[src/rtl/backprop_pkg.sv]
// Shared types, constants and fixed-point narrowing for the backprop engine.
// Build option: BP_SATURATE_EN selects clamping narrowing (default: two's-complement wrap).
package backprop_pkg;

  localparam int unsigned DEF_WIDTH = 16;
  localparam int unsigned DEF_FRAC  = 12;
  localparam int unsigned DEF_N     = 4;
  localparam int          ONE       = 1 << DEF_FRAC;

  typedef enum logic [2:0] {
    S_IDLE,
    S_SIG,
    S_DELTA,
    S_RATE,
    S_LOOP,
    S_DONE
  } state_t;

  typedef struct packed {
    logic               sat;
    logic signed [63:0] val;
  } narrow_t;

  // Reduce a wide signed value to w bits; the caller keeps val[w-1:0].
  function automatic narrow_t narrow(input logic signed [63:0] x, input int unsigned w);
    narrow_t r;
`ifdef BP_SATURATE_EN
    logic signed [63:0] hi;
    logic signed [63:0] lo;
    hi    = (64'sd1 <<< (w - 1)) - 64'sd1;
    lo    = -(64'sd1 <<< (w - 1));
    r.sat = 1'b0;
    r.val = x;
    if (x > hi) begin
      r.val = hi;
      r.sat = 1'b1;
    end else if (x < lo) begin
      r.val = lo;
      r.sat = 1'b1;
    end
`else
    int unsigned sh;
    sh    = 64 - w;
    r.sat = 1'b0;
    r.val = (x <<< sh) >>> sh;
`endif
    return r;
  endfunction

endpackage

[src/rtl/backprop_engine_fxp_mul.sv]
// Combinational signed fixed-point multiply: full product, floor shift by FRAC, narrow to WIDTH.
module fxp_mul
  import backprop_pkg::*;
#(
  parameter int unsigned WIDTH = DEF_WIDTH,
  parameter int unsigned FRAC  = DEF_FRAC
) (
  input  logic signed [WIDTH-1:0] a,
  input  logic signed [WIDTH-1:0] b,
  output logic signed [WIDTH-1:0] p,
  output logic                    sat
);

  logic signed [2*WIDTH-1:0] prod;
  narrow_t                   n;
  logic                      unused_hi;

  assign prod      = (2*WIDTH)'(a) * (2*WIDTH)'(b);
  assign n         = narrow(64'(prod >>> FRAC), WIDTH);
  assign p         = n.val[WIDTH-1:0];
  assign sat       = n.sat;
  assign unused_hi = ^n.val[63:WIDTH];

endmodule

[src/rtl/backprop_engine.sv]
// Sequential single-neuron backprop: delta, per-input back error and weight update.
// Build option: BP_SATURATE_EN enables clamping narrowing and the sat_flag output.
module backprop_engine
  import backprop_pkg::*;
#(
  parameter int unsigned N_INPUTS = DEF_N,
  parameter int unsigned WIDTH    = DEF_WIDTH,
  parameter int unsigned FRAC     = DEF_FRAC
) (
  input  logic                               clk,
  input  logic                               rst,
  input  logic                               in_valid,
  output logic                               in_ready,
  input  logic signed [WIDTH-1:0]            axon,
  input  logic signed [WIDTH-1:0]            err_in,
  input  logic signed [WIDTH-1:0]            ratio,
  input  logic [N_INPUTS-1:0][WIDTH-1:0]     prev,
  input  logic [N_INPUTS-1:0][WIDTH-1:0]     weight,
  output logic                               out_valid,
  input  logic                               out_ready,
  output logic [N_INPUTS-1:0][WIDTH-1:0]     err_out,
  output logic [N_INPUTS-1:0][WIDTH-1:0]     weight_out,
  output logic                               busy
`ifdef BP_SATURATE_EN
  ,
  output logic                               sat_flag
`endif
);

  localparam int unsigned            IDXW  = $clog2(N_INPUTS) + 1;
  localparam logic [IDXW-1:0]        LAST  = IDXW'(N_INPUTS - 1);
  localparam logic signed [WIDTH:0]  ONE_X = (WIDTH+1)'(1 << FRAC);

  state_t                           state;
  logic [IDXW-1:0]                  idx;
  logic signed [WIDTH-1:0]          a_q, err_q, ratio_q;
  logic signed [WIDTH-1:0]          sig_q, delta_q, dr_q;
  logic [N_INPUTS-1:0][WIDTH-1:0]   prev_q, w_q;
  logic [N_INPUTS-1:0][WIDTH-1:0]   eo_q, wo_q, eo_next, wo_next;

  logic signed [WIDTH-1:0]          w_sel, p_sel;
  logic signed [WIDTH-1:0]          m0_a, m0_b, m0_p, m1_p;
  logic                             m0_sat, m1_sat;
  logic signed [WIDTH:0]            one_m_a, add_sum;
  narrow_t                          n_one, n_add;
  logic                             unused_hi;

  // Current-lane operand select, written as a compare loop so any index width is safe.
  always_comb begin
    w_sel = '0;
    p_sel = '0;
    for (int k = 0; k < N_INPUTS; k++) begin
      if (idx == IDXW'(k)) begin
        w_sel = w_q[k];
        p_sel = prev_q[k];
      end
    end
  end

  assign one_m_a   = ONE_X - {a_q[WIDTH-1], a_q};
  assign n_one     = narrow(64'(one_m_a), WIDTH);
  assign add_sum   = {w_sel[WIDTH-1], w_sel} + {m1_p[WIDTH-1], m1_p};
  assign n_add     = narrow(64'(add_sum), WIDTH);
  assign unused_hi = ^{n_one.val[63:WIDTH], n_add.val[63:WIDTH]};

  // The shared multiplier's operands follow the pipeline phase.
  always_comb begin
    m0_a = delta_q;
    m0_b = w_sel;
    case (state)
      S_SIG: begin
        m0_a = n_one.val[WIDTH-1:0];
        m0_b = a_q;
      end
      S_DELTA: begin
        m0_a = sig_q;
        m0_b = err_q;
      end
      S_RATE: begin
        m0_a = delta_q;
        m0_b = ratio_q;
      end
      default: ;
    endcase
  end

  fxp_mul #(.WIDTH(WIDTH), .FRAC(FRAC)) u_mul_shared (
    .a   (m0_a),
    .b   (m0_b),
    .p   (m0_p),
    .sat (m0_sat)
  );

  fxp_mul #(.WIDTH(WIDTH), .FRAC(FRAC)) u_mul_prev (
    .a   (dr_q),
    .b   (p_sel),
    .p   (m1_p),
    .sat (m1_sat)
  );

  // Results accumulate in shadow buffers so the visible outputs only change on completion.
  always_comb begin
    eo_next = eo_q;
    wo_next = wo_q;
    for (int k = 0; k < N_INPUTS; k++) begin
      if (idx == IDXW'(k)) begin
        eo_next[k] = m0_p;
        wo_next[k] = n_add.val[WIDTH-1:0];
      end
    end
  end

`ifdef BP_SATURATE_EN
  logic sat_acc;
  logic loop_sat;
  assign loop_sat = m0_sat | m1_sat | n_add.sat;
`else
  logic unused_sat;
  assign unused_sat = m0_sat | m1_sat | n_one.sat | n_add.sat;
`endif

  always_ff @(posedge clk or posedge rst) begin
    if (rst) begin
      state      <= S_IDLE;
      idx        <= '0;
      a_q        <= '0;
      err_q      <= '0;
      ratio_q    <= '0;
      prev_q     <= '0;
      w_q        <= '0;
      sig_q      <= '0;
      delta_q    <= '0;
      dr_q       <= '0;
      eo_q       <= '0;
      wo_q       <= '0;
      err_out    <= '0;
      weight_out <= '0;
      out_valid  <= 1'b0;
      in_ready   <= 1'b1;
      busy       <= 1'b0;
`ifdef BP_SATURATE_EN
      sat_acc    <= 1'b0;
      sat_flag   <= 1'b0;
`endif
    end else begin
      case (state)
        S_IDLE: begin
          if (in_valid) begin
            a_q      <= axon;
            err_q    <= err_in;
            ratio_q  <= ratio;
            prev_q   <= prev;
            w_q      <= weight;
            in_ready <= 1'b0;
            busy     <= 1'b1;
            state    <= S_SIG;
`ifdef BP_SATURATE_EN
            sat_acc  <= 1'b0;
            sat_flag <= 1'b0;
`endif
          end
        end
        S_SIG: begin
          sig_q <= m0_p;
          state <= S_DELTA;
`ifdef BP_SATURATE_EN
          sat_acc <= sat_acc | n_one.sat | m0_sat;
`endif
        end
        S_DELTA: begin
          delta_q <= m0_p;
          state   <= S_RATE;
`ifdef BP_SATURATE_EN
          sat_acc <= sat_acc | m0_sat;
`endif
        end
        S_RATE: begin
          dr_q  <= m0_p;
          idx   <= '0;
          state <= S_LOOP;
`ifdef BP_SATURATE_EN
          sat_acc <= sat_acc | m0_sat;
`endif
        end
        S_LOOP: begin
          eo_q <= eo_next;
          wo_q <= wo_next;
`ifdef BP_SATURATE_EN
          sat_acc <= sat_acc | loop_sat;
`endif
          if (idx == LAST) begin
            err_out    <= eo_next;
            weight_out <= wo_next;
            out_valid  <= 1'b1;
            state      <= S_DONE;
`ifdef BP_SATURATE_EN
            sat_flag   <= sat_acc | loop_sat;
`endif
          end else begin
            idx <= idx + IDXW'(1);
          end
        end
        S_DONE: begin
          if (out_ready) begin
            out_valid <= 1'b0;
            in_ready  <= 1'b1;
            busy      <= 1'b0;
            state     <= S_IDLE;
          end
        end
        default: state <= S_IDLE;
      endcase
    end
  end

endmodule

[config.mk]
export PLATFORM = sky130hd
export DESIGN_NAME = backprop_engine
export DESIGN_NICKNAME = d
export VERILOG_FILES = /design/src/rtl/backprop_pkg.sv /design/src/rtl/backprop_engine_fxp_mul.sv /design/src/rtl/backprop_engine.sv
export SDC_FILE = /design/constraint.sdc
export NUM_CORES = 2
export LEC_CHECK = 0
export CAP_MARGIN = 20
export CORE_MARGIN = 3
export CORE_UTILIZATION = 60
export CTS_CLUSTER_SIZE = 40
export DETAILED_ROUTE_END_ITERATION = 10
export PLACE_DENSITY = 0.93
export SLEW_MARGIN = 15
export SYNTH_ARGS = -nofsm -noshare
export SYNTH_HDL_FRONTEND = slang
export SYNTH_SLANG_ARGS = --single-unit
[constraint.sdc]
create_clock -name clk -period 20.2 [get_ports clk]
set_input_delay 3.03 -clock clk [delete_from_list [all_inputs] [get_ports clk]]
set_output_delay 3.03 -clock clk [all_outputs]
set_load 0.05 [all_outputs]
==> qor.yml <==
logic_synthesis:
  synth_cell_types: 85
  yosys_register_bits: 457
  async_flop_share_pct: 100
  synthCells: 3803
  synth_edf_count: 0
  syn-num-nets: 4611
  seq_area_frac_synth_pct: 30.8
  yosysWarnings: 0
  synth_area_um2: 37200
  synth.avg_cell_area_um2: 9.78
  synthFlopType: "dfrtp_1"
clock_network:
  ctsLongestPathBuffers: 3
  worst_setup_hold_path_clk_slew_ps: 60
  cts_tree: "built"
  cts_resized: 0
  numClockSinks: 457
  cts_max_level: 2
  cts_setup_buffers: 0
  clockRootBuffer: "clkbuf_16"
  hold_buffers: 0
  clock_latency_ps: 600
  numCtsBuffers: 49
place:
  io_buffers: 310
  gp_congestion: 0.965
  placed_area_um2: 41100
  detailed_place_hpwl_mm: 80.6
sta:
  final.min_clock_period_ps: 11420
  setup_viol: 0
  fmax_mhz: 87.6
  period_share_pct: 56.5
  setup_tns_ps: 0
  fin_skew_ps: 19.4
  relSlewSlack_pct: 19.3
  rsz0062_at_grt: "false"
  hold_viol: 0
  whs_ps: 477
  maxSlewViolCount: 0
  worst_pin_slew_ps: 1210
worst_setup_path:
  critPathCaptureType: "flip-flop"
  path_max_fanout: 30
  critical_path_required_ps: 20630
  crit_type: "reg2reg"
  critical_path.startpoint_type: "flip-flop"
  crit_top_cell: "inv_1"
  arrival_ps: 11840
  cp_slowest_cell: "ha_1"
  critPathMaxStageDelay_ps: 660
cells_and_area:
  nets: 4838
  postLayoutCoreUtil_pct: 70.5
  area_growth_pct: 15.3
  final_area_um2: 42900
  drive_gt1_share_pct: 10.1
global_routing:
  grt_usage_pct: 34.7
  grt_pass1_vias: 31518
  grt_max_degree: 136
  antenna_found_initial: 4
  overflow: 0
  grt_first_pass_wirelength_mm: 173
routing:
  drt_iter0_markers: 2950
  wl_mm: 110
  via_per_inst: 6.10
  dr.pass1.iters: 8
  drcViolationCount: 0
  wire_per_inst_um: 22.8
  ant_nets: 0
  vias: 29610
hold_path:
  min_path_type: "reg2reg"
status:
  status: "completed"
floorplanning:
  core_um2: 60800
  start_util_pct: 61.2
  dieArea_um2: 65000
  rows: 90
  io_pins: 311
  die_w_um: 255
  die_h_um: 255
job:
  drv_cap: 0
## layer usage
layer  vias up  part of all wire [%]  wire length, um  GRT usage, %
met2      1896                    45            49700          54.3
met3       486                    13            14400          11.4
li1      12566                     -                -             -
met1     14656                    36            39500          43.5
met5         -                 0.039               43             0
met4         6                   6.2             6820          18.2
## worst paths after layout
kind	from	to	slack, ps	depth (start not counted)
min in group asynchronous	rst	wo_q[25]	3050	2
max in group asynchronous	rst	prev_q[11]	14220	5
worst min register to register	eo_q[47]	eo_q[47]	480	2
worst max register to register	idx[1]	wo_q[30]	8780	40
worst min-delay path	eo_q[47]	eo_q[47]	480	2
worst max-delay path	idx[1]	wo_q[30]	8780	40
## kinds of logic (layout without fill, tap and decap cells)
logic type / Yosys count / after routing / synth area share, %
AOI/OAI and AO/OA: 620 / 620 / 10.2
and+or+nand+nor: 1074 / 1074 / 12.9
buffers and inverters: 731 / 997 / 7.42
DFF: 457 / 457 / 30.8
xor gates and xnor gates: 96 / 96 / 2.36
muxes: 197 / 197 / 5.95
other: 0 / 1 / 0
adders and majority gates: 628 / 628 / 30.4
## state kept, by name (all words and copies together) (netlist names)
register    cells
err_out        64
weight_out     64
err_q          16
prev_q         64
w_q            64
ratio_q        16
wo_q           48
busy            1
eo_q           48
sig_q          16
out_valid       1
dr_q           16
a_q            16
in_ready        1
idx             3
state           3
delta_q        16
## cell usage in the layout (no fill, tap or decap), drive strengths merged, types with 64 or more instances in the layout
cell type,Yosys,layout
a21oi,119,119
nor2,225,225
mux2,193,193
buf,23,78
and2,102,102
xnor2,67,67
fa,457,457
ha,171,171
o21ai,294,294
clkbuf,189,64
inv,519,523
dfrtp,456,456
nand2,561,561
clkdlybuf4s50,0,310
## final cells by class
| class | count | area (um^2) |
|---|---|---|
| clock inverter | 26 | 337 |
| timing repair buffer | 388 | 3690 |
| fill | 4018 | 17900 |
| antenna | 1 | 2.50 |
| multi-input combinational | 2615 | 23100 |
| sequential | 457 | 11400 |
| clock buffer | 64 | 1380 |
| tap | 782 | 978 |
| inverter | 519 | 1960 |
## through the flow
stage,setup slack (ps),std cells
global placement,9780,4756
global route,8370,4851
finish,8780,4852
floorplan,4430,3803
detailed placement,9200,4758
CTS,9000,4848
## cell usage after synthesis, types with 3 or more instances
cell type / count / area [um^2]
buf_2: 10 / 50.1
o211a_1: 4 / 40.0
a211oi_1: 6 / 45.0
xnor2_1: 66 / 578
buf_1: 12 / 45.0
inv_1: 519 / 1950
clkbuf_1: 189 / 709
o21ai_1: 16 / 80.1
nand3b_1: 6 / 45.0
nand2_1: 560 / 2100
mux2_2: 193 / 2170
a21o_1: 26 / 195
dfrtp_1: 456 / 11400
a211o_1: 3 / 26.3
fa_1: 457 / 9150
o21ai_2: 6 / 52.6
nand4_1: 3 / 18.8
a221oi_1: 27 / 236
a311oi_1: 6 / 52.6
a31oi_1: 21 / 131
a22oi_1: 19 / 143
nor3_1: 26 / 130
mux2i_1: 4 / 40.0
nor2b_1: 62 / 388
a221o_1: 25 / 250
o31ai_1: 8 / 60.1
nand2b_1: 42 / 263
o21ai_0: 272 / 1360
and3_1: 9 / 56.3
xor2_1: 27 / 236
a32o_1: 3 / 30.0
a21oi_1: 118 / 591
o211ai_1: 9 / 67.6
or2_2: 12 / 75.1
and2_1: 102 / 638
nor2_1: 224 / 841
o21a_1: 13 / 97.6
nand3_1: 11 / 55.1
o21bai_1: 6 / 45.0
ha_1: 171 / 2140
## worst max-delay path: cells and delay by family, from the launching register on
kind | cells | cell delay [ps]
adders and majority gates | 9 | 3790
buffers and inverters | 10 | 1320
xor gates and xnor gates | 1 | 490
and+or+nand+nor | 5 | 1400
DFF | 1 | 420
AOI/OAI and AO/OA | 15 | 3870
Power is not shown: default switching activity piles up to over one toggle a cycle in this logic, so the estimate is an artifact.
